<file path="src/rtl/assay_pkg.sv">
// Shared types and constants for the assay stage sequencer.
package assay_pkg;

    localparam int DIL_LEVELS_DEFAULT = 8;

    typedef enum logic [2:0] {
        IDLE,
        REQ,
        FILL,
        MIX,
        READ,
        DONE,
        ERR
    } seq_state_e;

endpackage

</file>
<file path="src/rtl/assay_stage_sequencer_stage_timer.sv">
// Loadable down-counter. It flags the last cycle of an interval that was loaded with N.
module stage_timer #(
    parameter int CW = 16
) (
    input  logic          clk_i,
    input  logic          rst_ni,
    input  logic          load_i,
    input  logic [CW-1:0] load_val_i,
    output logic          expired_o
);

    logic [CW-1:0] count_q;
    logic [CW-1:0] count_d;

    always_comb begin
        count_d = count_q;
        if (load_i) begin
            count_d = load_val_i;
        end else if (count_q != '0) begin
            count_d = count_q - CW'(1);
        end
    end

    always_ff @(posedge clk_i) begin
        if (!rst_ni) begin
            count_q <= '0;
        end else begin
            count_q <= count_d;
        end
    end

    // A count of 1 marks the final cycle, so a load of N spans exactly N cycles.
    assign expired_o = (count_q == CW'(1));

endmodule

</file>
<file path="src/rtl/assay_stage_sequencer.sv">
// Steps the serial-dilution tree one stage at a time: pressure request, fill, mix, then read.
module assay_stage_sequencer
    import assay_pkg::*;
#(
    parameter int DIL_LEVELS  = DIL_LEVELS_DEFAULT,
    parameter int CW          = 16,
    parameter int ACK_TIMEOUT = 1000
) (
    input  logic                  clk_i,
    input  logic                  rst_ni,
    input  logic                  start_i,
    input  logic                  abort_i,
    input  logic [CW-1:0]         cfg_fill_i,
    input  logic [CW-1:0]         cfg_mix_i,
    input  logic                  press_ack_i,
    output logic                  press_req_o,
    output logic                  sample_vlv_o,
    output logic [DIL_LEVELS-1:0] buffer_vlv_o,
    output logic                  reagent_vlv_o,
    output logic [DIL_LEVELS:0]   mix_en_o,
    output logic                  read_strobe_o,
    output logic [3:0]            stage_o,
    output logic                  busy_o,
    output logic                  done_o,
    output logic                  err_o
);

    seq_state_e state_q, state_d;
    logic [3:0] stage_q, stage_d;
    logic [CW-1:0] fill_q, fill_d;
    logic [CW-1:0] mix_q, mix_d;
    logic err_q, err_d;

    logic accept_start;
    logic timer_load;
    logic [CW-1:0] timer_val;
    logic timer_expired;

    logic press_req_q, press_req_d;
    logic sample_vlv_q, sample_vlv_d;
    logic [DIL_LEVELS-1:0] buffer_vlv_q, buffer_vlv_d;
    logic reagent_vlv_q, reagent_vlv_d;
    logic [DIL_LEVELS:0] mix_en_q, mix_en_d;
    logic read_strobe_q, read_strobe_d;
    logic busy_q, busy_d;
    logic done_q, done_d;

    assign accept_start = (state_q == IDLE) && start_i && !abort_i;

    always_ff @(posedge clk_i) begin
        if (!rst_ni) begin
            state_q <= IDLE;
            stage_q <= '0;
            fill_q  <= CW'(1);
            mix_q   <= CW'(1);
            err_q   <= 1'b0;
        end else begin
            state_q <= state_d;
            stage_q <= stage_d;
            fill_q  <= fill_d;
            mix_q   <= mix_d;
            err_q   <= err_d;
        end
    end

    always_comb begin
        state_d = state_q;
        stage_d = stage_q;
        fill_d  = fill_q;
        mix_d   = mix_q;
        err_d   = err_q;
        case (state_q)
            IDLE: begin
                stage_d = '0;
                if (accept_start) begin
                    state_d = REQ;
                    err_d   = 1'b0;
                    fill_d  = (cfg_fill_i == '0) ? CW'(1) : cfg_fill_i;
                    mix_d   = (cfg_mix_i == '0) ? CW'(1) : cfg_mix_i;
                end
            end
            REQ: begin
                if (press_ack_i) begin
                    state_d = FILL;
                end else if (timer_expired) begin
                    state_d = ERR;
                    err_d   = 1'b1;
                end
            end
            FILL: begin
                if (!press_ack_i) begin
                    state_d = ERR;
                    err_d   = 1'b1;
                end else if (timer_expired) begin
                    state_d = MIX;
                end
            end
            MIX: begin
                if (timer_expired) begin
                    if (stage_q == 4'(DIL_LEVELS)) begin
                        state_d = READ;
                    end else begin
                        state_d = REQ;
                        stage_d = stage_q + 4'd1;
                    end
                end
            end
            READ: state_d = DONE;
            DONE: begin
                state_d = IDLE;
                stage_d = '0;
            end
            ERR: begin
                state_d = IDLE;
                stage_d = '0;
            end
            default: begin
                state_d = IDLE;
                stage_d = '0;
            end
        endcase
        if (abort_i) begin
            state_d = IDLE;
            stage_d = '0;
        end
    end

    // One timer serves REQ, FILL and MIX; it is reloaded on every state change.
    always_comb begin
        timer_load = (state_d != state_q);
        timer_val  = CW'(ACK_TIMEOUT);
        case (state_d)
            FILL:    timer_val = fill_q;
            MIX:     timer_val = mix_q;
            default: timer_val = CW'(ACK_TIMEOUT);
        endcase
    end

    stage_timer #(
        .CW(CW)
    ) u_timer (
        .clk_i      (clk_i),
        .rst_ni     (rst_ni),
        .load_i     (timer_load),
        .load_val_i (timer_val),
        .expired_o  (timer_expired)
    );

    // Outputs decode the upcoming state so the registered copies line up with state_q.
    always_comb begin
        press_req_d   = (state_d == REQ) || (state_d == FILL);
        sample_vlv_d  = (state_d == FILL) && (stage_d == 4'd0);
        reagent_vlv_d = (state_d == FILL) && (stage_d == 4'(DIL_LEVELS));
        read_strobe_d = (state_d == READ);
        done_d        = (state_d == DONE);
        busy_d        = (state_d != IDLE);
        buffer_vlv_d  = '0;
        mix_en_d      = '0;
        for (int k = 0; k < DIL_LEVELS; k++) begin
            buffer_vlv_d[k] = (state_d == FILL) && (stage_d == 4'(k));
        end
        for (int k = 0; k <= DIL_LEVELS; k++) begin
            mix_en_d[k] = (state_d == MIX) && (stage_d == 4'(k));
        end
    end

    always_ff @(posedge clk_i) begin
        if (!rst_ni) begin
            press_req_q   <= 1'b0;
            sample_vlv_q  <= 1'b0;
            buffer_vlv_q  <= '0;
            reagent_vlv_q <= 1'b0;
            mix_en_q      <= '0;
            read_strobe_q <= 1'b0;
            busy_q        <= 1'b0;
            done_q        <= 1'b0;
        end else begin
            press_req_q   <= press_req_d;
            sample_vlv_q  <= sample_vlv_d;
            buffer_vlv_q  <= buffer_vlv_d;
            reagent_vlv_q <= reagent_vlv_d;
            mix_en_q      <= mix_en_d;
            read_strobe_q <= read_strobe_d;
            busy_q        <= busy_d;
            done_q        <= done_d;
        end
    end

    assign press_req_o   = press_req_q;
    assign sample_vlv_o  = sample_vlv_q;
    assign buffer_vlv_o  = buffer_vlv_q;
    assign reagent_vlv_o = reagent_vlv_q;
    assign mix_en_o      = mix_en_q;
    assign read_strobe_o = read_strobe_q;
    assign stage_o       = stage_q;
    assign busy_o        = busy_q;
    assign done_o        = done_q;
    assign err_o         = err_q;

endmodule

</file>
<file path="config.mk">
export PLATFORM = sky130hd
export DESIGN_NAME = assay_stage_sequencer
export DESIGN_NICKNAME = d
export VERILOG_FILES = /design/src/rtl/assay_pkg.sv /design/src/rtl/assay_stage_sequencer_stage_timer.sv /design/src/rtl/assay_stage_sequencer.sv
export SDC_FILE = /design/constraint.sdc
export NUM_CORES = 1
export LEC_CHECK = 0
export CORE_MARGIN = 5
export CORE_UTILIZATION = 40
export CTS_BUF_LIST = sky130_fd_sc_hd__clkbuf_2 sky130_fd_sc_hd__clkbuf_4 sky130_fd_sc_hd__clkbuf_8
export DETAILED_ROUTE_END_ITERATION = 7
export GPL_ROUTABILITY_DRIVEN = 0
export PLACE_DENSITY = 0.66
export SYNTH_ARGS = -nofsm -noshare
export SYNTH_HDL_FRONTEND = slang
export SYNTH_SLANG_ARGS = --single-unit
</file>
<file path="constraint.sdc">
create_clock -name clk_i -period 2.8 [get_ports clk_i]
set_input_delay 0.42 -clock clk_i [delete_from_list [all_inputs] [get_ports clk_i]]
set_output_delay 0.42 -clock clk_i [all_outputs]
set_load 0.02 [all_outputs]
</file>
==> results.md <==
- Post-route core utilization: 54.28%
- Cell Chain, Critical Path: inv_1 > ha_1 > nor3b_2 > and4_2 > o211a_1 > a221o_1 > or3b_1 > o32ai_1
- Commonest cells in the synthesized netlist: sky130_fd_sc_hd__nand2_1, sky130_fd_sc_hd__dfxtp_1, sky130_fd_sc_hd__nor2_1, sky130_fd_sc_hd__a21boi_0, sky130_fd_sc_hd__clkbuf_1
- Skew-Pair Late Insertion Delay: around 350 ps
- Transition time at the pin with the least slew margin: approximately 560 ps
- CTS Buf Count: 9
- Worst Setup End Kind: register
- Count leader, synth: sky130_fd_sc_hd__nand2_1
- Ports: 65
- Worst vdd rail ir drop: 0.3197 mV
- Area inside the core boundary: 0.008806 sq mm
- Share of the synthesized area in compound gates (AO/OA/AOI/OAI): 17.76%
- FMAX: 371.4 MHz
- Number of synthesized flops with an enable pin: 0
- Crit path max-delay cell type: sky130_fd_sc_hd__or3b_1
- Worst Clk Skew: 13.57 ps
- Reported max-cap violation count: 0
- Critical path data arrival time: around 3000 ps
- Slack of the worst reg-to-reg path: about 110 ps
- Number of nets produced by synthesis: 477
- Via count of the first global-routing pass: 3267
- Clock Sinks: 78
- Final Setup Violations: 0
- Critical path fanouts, max: 14
- Chip height: 105.6 microns
- Simple-gate portion of the synthesized area: 26.66%
- Adder-cell area share of the yosys netlist: 1.369%
- First drt pass iteration count: 4
- Largest net degree at the start of global routing: 39
- Xor and xnor area share after synthesis: 3.833%
- Clk buf depth: 2
- WP data required: 3050 ps
- Max-slew headroom at the worst pin: 62.59%
- DIE WIDTH: 105.6 microns
- Die area: 0.01115 sq mm
- Number of input and output port buffers inserted: 64
- Slew Limit Fails: 0
- Type of origin of the critical path: register
- FFs w/ async S/R, synth: 0%
- Biggest area contributors in the synthesized netlist: sky130_fd_sc_hd__dfxtp_1, sky130_fd_sc_hd__nand2_1, sky130_fd_sc_hd__a21boi_0, sky130_fd_sc_hd__nor2_1, sky130_fd_sc_hd__mux2i_1
- Shortest period the worst path allows: 2693 ps
- Number of storage elements in the synthesis netlist: 78
- Post-Syn Area per Cell: 8.385 sq um
- Buf+Inv Stages, Crit Path: 1
- Global-route wire length before repair: 15.42 mm
- H-tree depth: 3
- Ratio of cells with drive above 1 in the final layout: 10.27%
- Final nets: approximately 550
- Relative area change from synthesis to final layout: 30.73%
- Worst slack on hold paths: 463.5 ps
- CTS tree: yes
- Combinational family with the most area after synthesis: simple AND/OR/NAND/NOR gates
- Grt ovf: 0
- Final-report hold violation count: 0
- Clock-pin slew on the worst setup and hold paths: 80 ps
- Class of the most critical hold timing path: reg -> reg
- Fraction of the yosys area taken by sequential cells: 42.71%
- CP delay by family, top: simple AND/OR/NAND/NOR gates
- Slowest cell delay on critical path: 560 ps
- YS warnings: 0
- Setup TNS: 0 ps
- All-Layer GR Usage: 17.05%
- Instance count of the mapped netlist: 436
- Master cell of the clock root buffer: sky130_fd_sc_hd__clkbuf_8
- Fill cell total of the finished layout: 819
- Row count: 34
- Status: finished, final reports clean
- Number of DRC markers in iteration 0: 175
- Synth unique cells: 54
- Number of routed nets with antenna violations: 0
- Synth Cell Area: 0.003656 sq mm
- Remaining routing DRC violations: 0
- Wire per inst: 14.66 microns
- Half-perimeter wire length after placement: 6.994 mm
- Via count: between 3k and 4k
- Post-synth top area share: a little over two fifths
- Static leakage: 1.770 nW
- N_diodes: 0
- RSZ-0062 raised after global routing: no
- Via count normalized by instance count: 5.301
- Post-synthesis mux area share: under 10%
- Pwr per Cell Area: 604.0 mW/mm^2
- Number of hold buffers added after CTS: 0
- Cell type contributing the most total cell area after synthesis: sky130_fd_sc_hd__dfxtp_1
- Sum of internal, switching and leakage power: 0.002887 W
- Critical path type: reg -> reg
- Initial Utilization: around two fifths
- Total wire length: 9.146 mm
- Most used flip-flop cell after synthesis: sky130_fd_sc_hd__dfxtp_1
- Portion of the clock cycle consumed by the worst path in the final layout: 96.17%
- Antenna violations before repair: 0
cell type report:
type	instances	area, sq um	area share (%)
clock inverter	3	65.06	1.361
timing repair buffer	90	848.3	17.75
inverter	6	22.52	0.4712
tap	108	135.1	2.827
multi-input combinational	326	1974	41.31
clock buffer	13	172.7	3.613
sequential	78	1562	32.67
where the power goes:
part | internal, W | switching (W) | total, W
clock | 0.000584 | 0.000403 | 0.000987
sequential | 0.00119 | 0.0000879 | 0.00128
combinational | 0.000298 | 0.000326 | 0.000624
total | 0.00207 | 0.000816 | 0.00289
sequential cells by signal, summed over array words and instances (netlist names), 3 cells and up:
| register | cells |
|---|---|
| buffer_vlv_o | 8 |
| fill_q | 16 |
| mix_en_o | 9 |
| mix_q | 16 |
| stage_o | 4 |
| state_q | 3 |
| u_timer.count_q | 16 |
cell families after synthesis:
logic type | after synthesis
buf+inv | 32
mux | 14
xor+xnor | 16
simple gates | 203
compound gates | 89
fa+ha+maj | 4
flops | 78
per-stage QoR:
step           cell area, sq um  cells  setup WS, ps
2_1_floorplan              3656    436         187.1
3_3_place_gp               4528    608         110.0
3_5_place_dp               4528    608         16.02
4_1_cts                    4772    624         28.51
5_1_grt                    4780    624         8.727
6_report                   4780    624         107.2
layer usage:
layer	routed length, microns	track usage, %	share of wire [%]	vias up
met4	112	5.088	1.2	0
li1	-	-	-	1681
met5	0	0	0	-
met1	4179	21.56	46	1527
met2	4327	28.92	47	90
met3	526	4.095	5.8	10
worst reg2reg max path, delay by kind of cell, from the launching register on:
| family | cells | cell delay [ps] |
|---|---|---|
| simple gates | 3 | 1020 |
| compound gates | 3 | 930 |
| buf+inv | 1 | 80 |
| flops | 1 | 370 |
| fa+ha+maj | 1 | 180 |
layout by cell type (no fill, tap or decap), drive strengths merged, types with 8 or more instances in the layout:
cell,synthesis,final
nand2,86,86
dfxtp,78,78
clkdlybuf4s50,0,64
nor2,42,42
a21boi,32,32
buf,7,26
mux2i,13,13
clkbuf,19,13
nor4,13,13
xnor2,12,12
nor3,11,11
o21ai,10,10
o32ai,8,8
worst paths after layout:
check                      from             endpoint  cells past startpoint
max          u_timer.count_q[1]  u_timer.count_q[12]                      8
max reg2reg  u_timer.count_q[1]  u_timer.count_q[12]                      8
min                    mix_q[2]             mix_q[2]                      2
min reg2reg            mix_q[2]             mix_q[2]                      2
what timing repair did:
item	4_1_cts	5_1_grt
endpoints found under the setup margin	2	9
setup buffers	0	0
resized for setup	2	2
pin swaps	0	0
(Power assumes the default switching activity.)
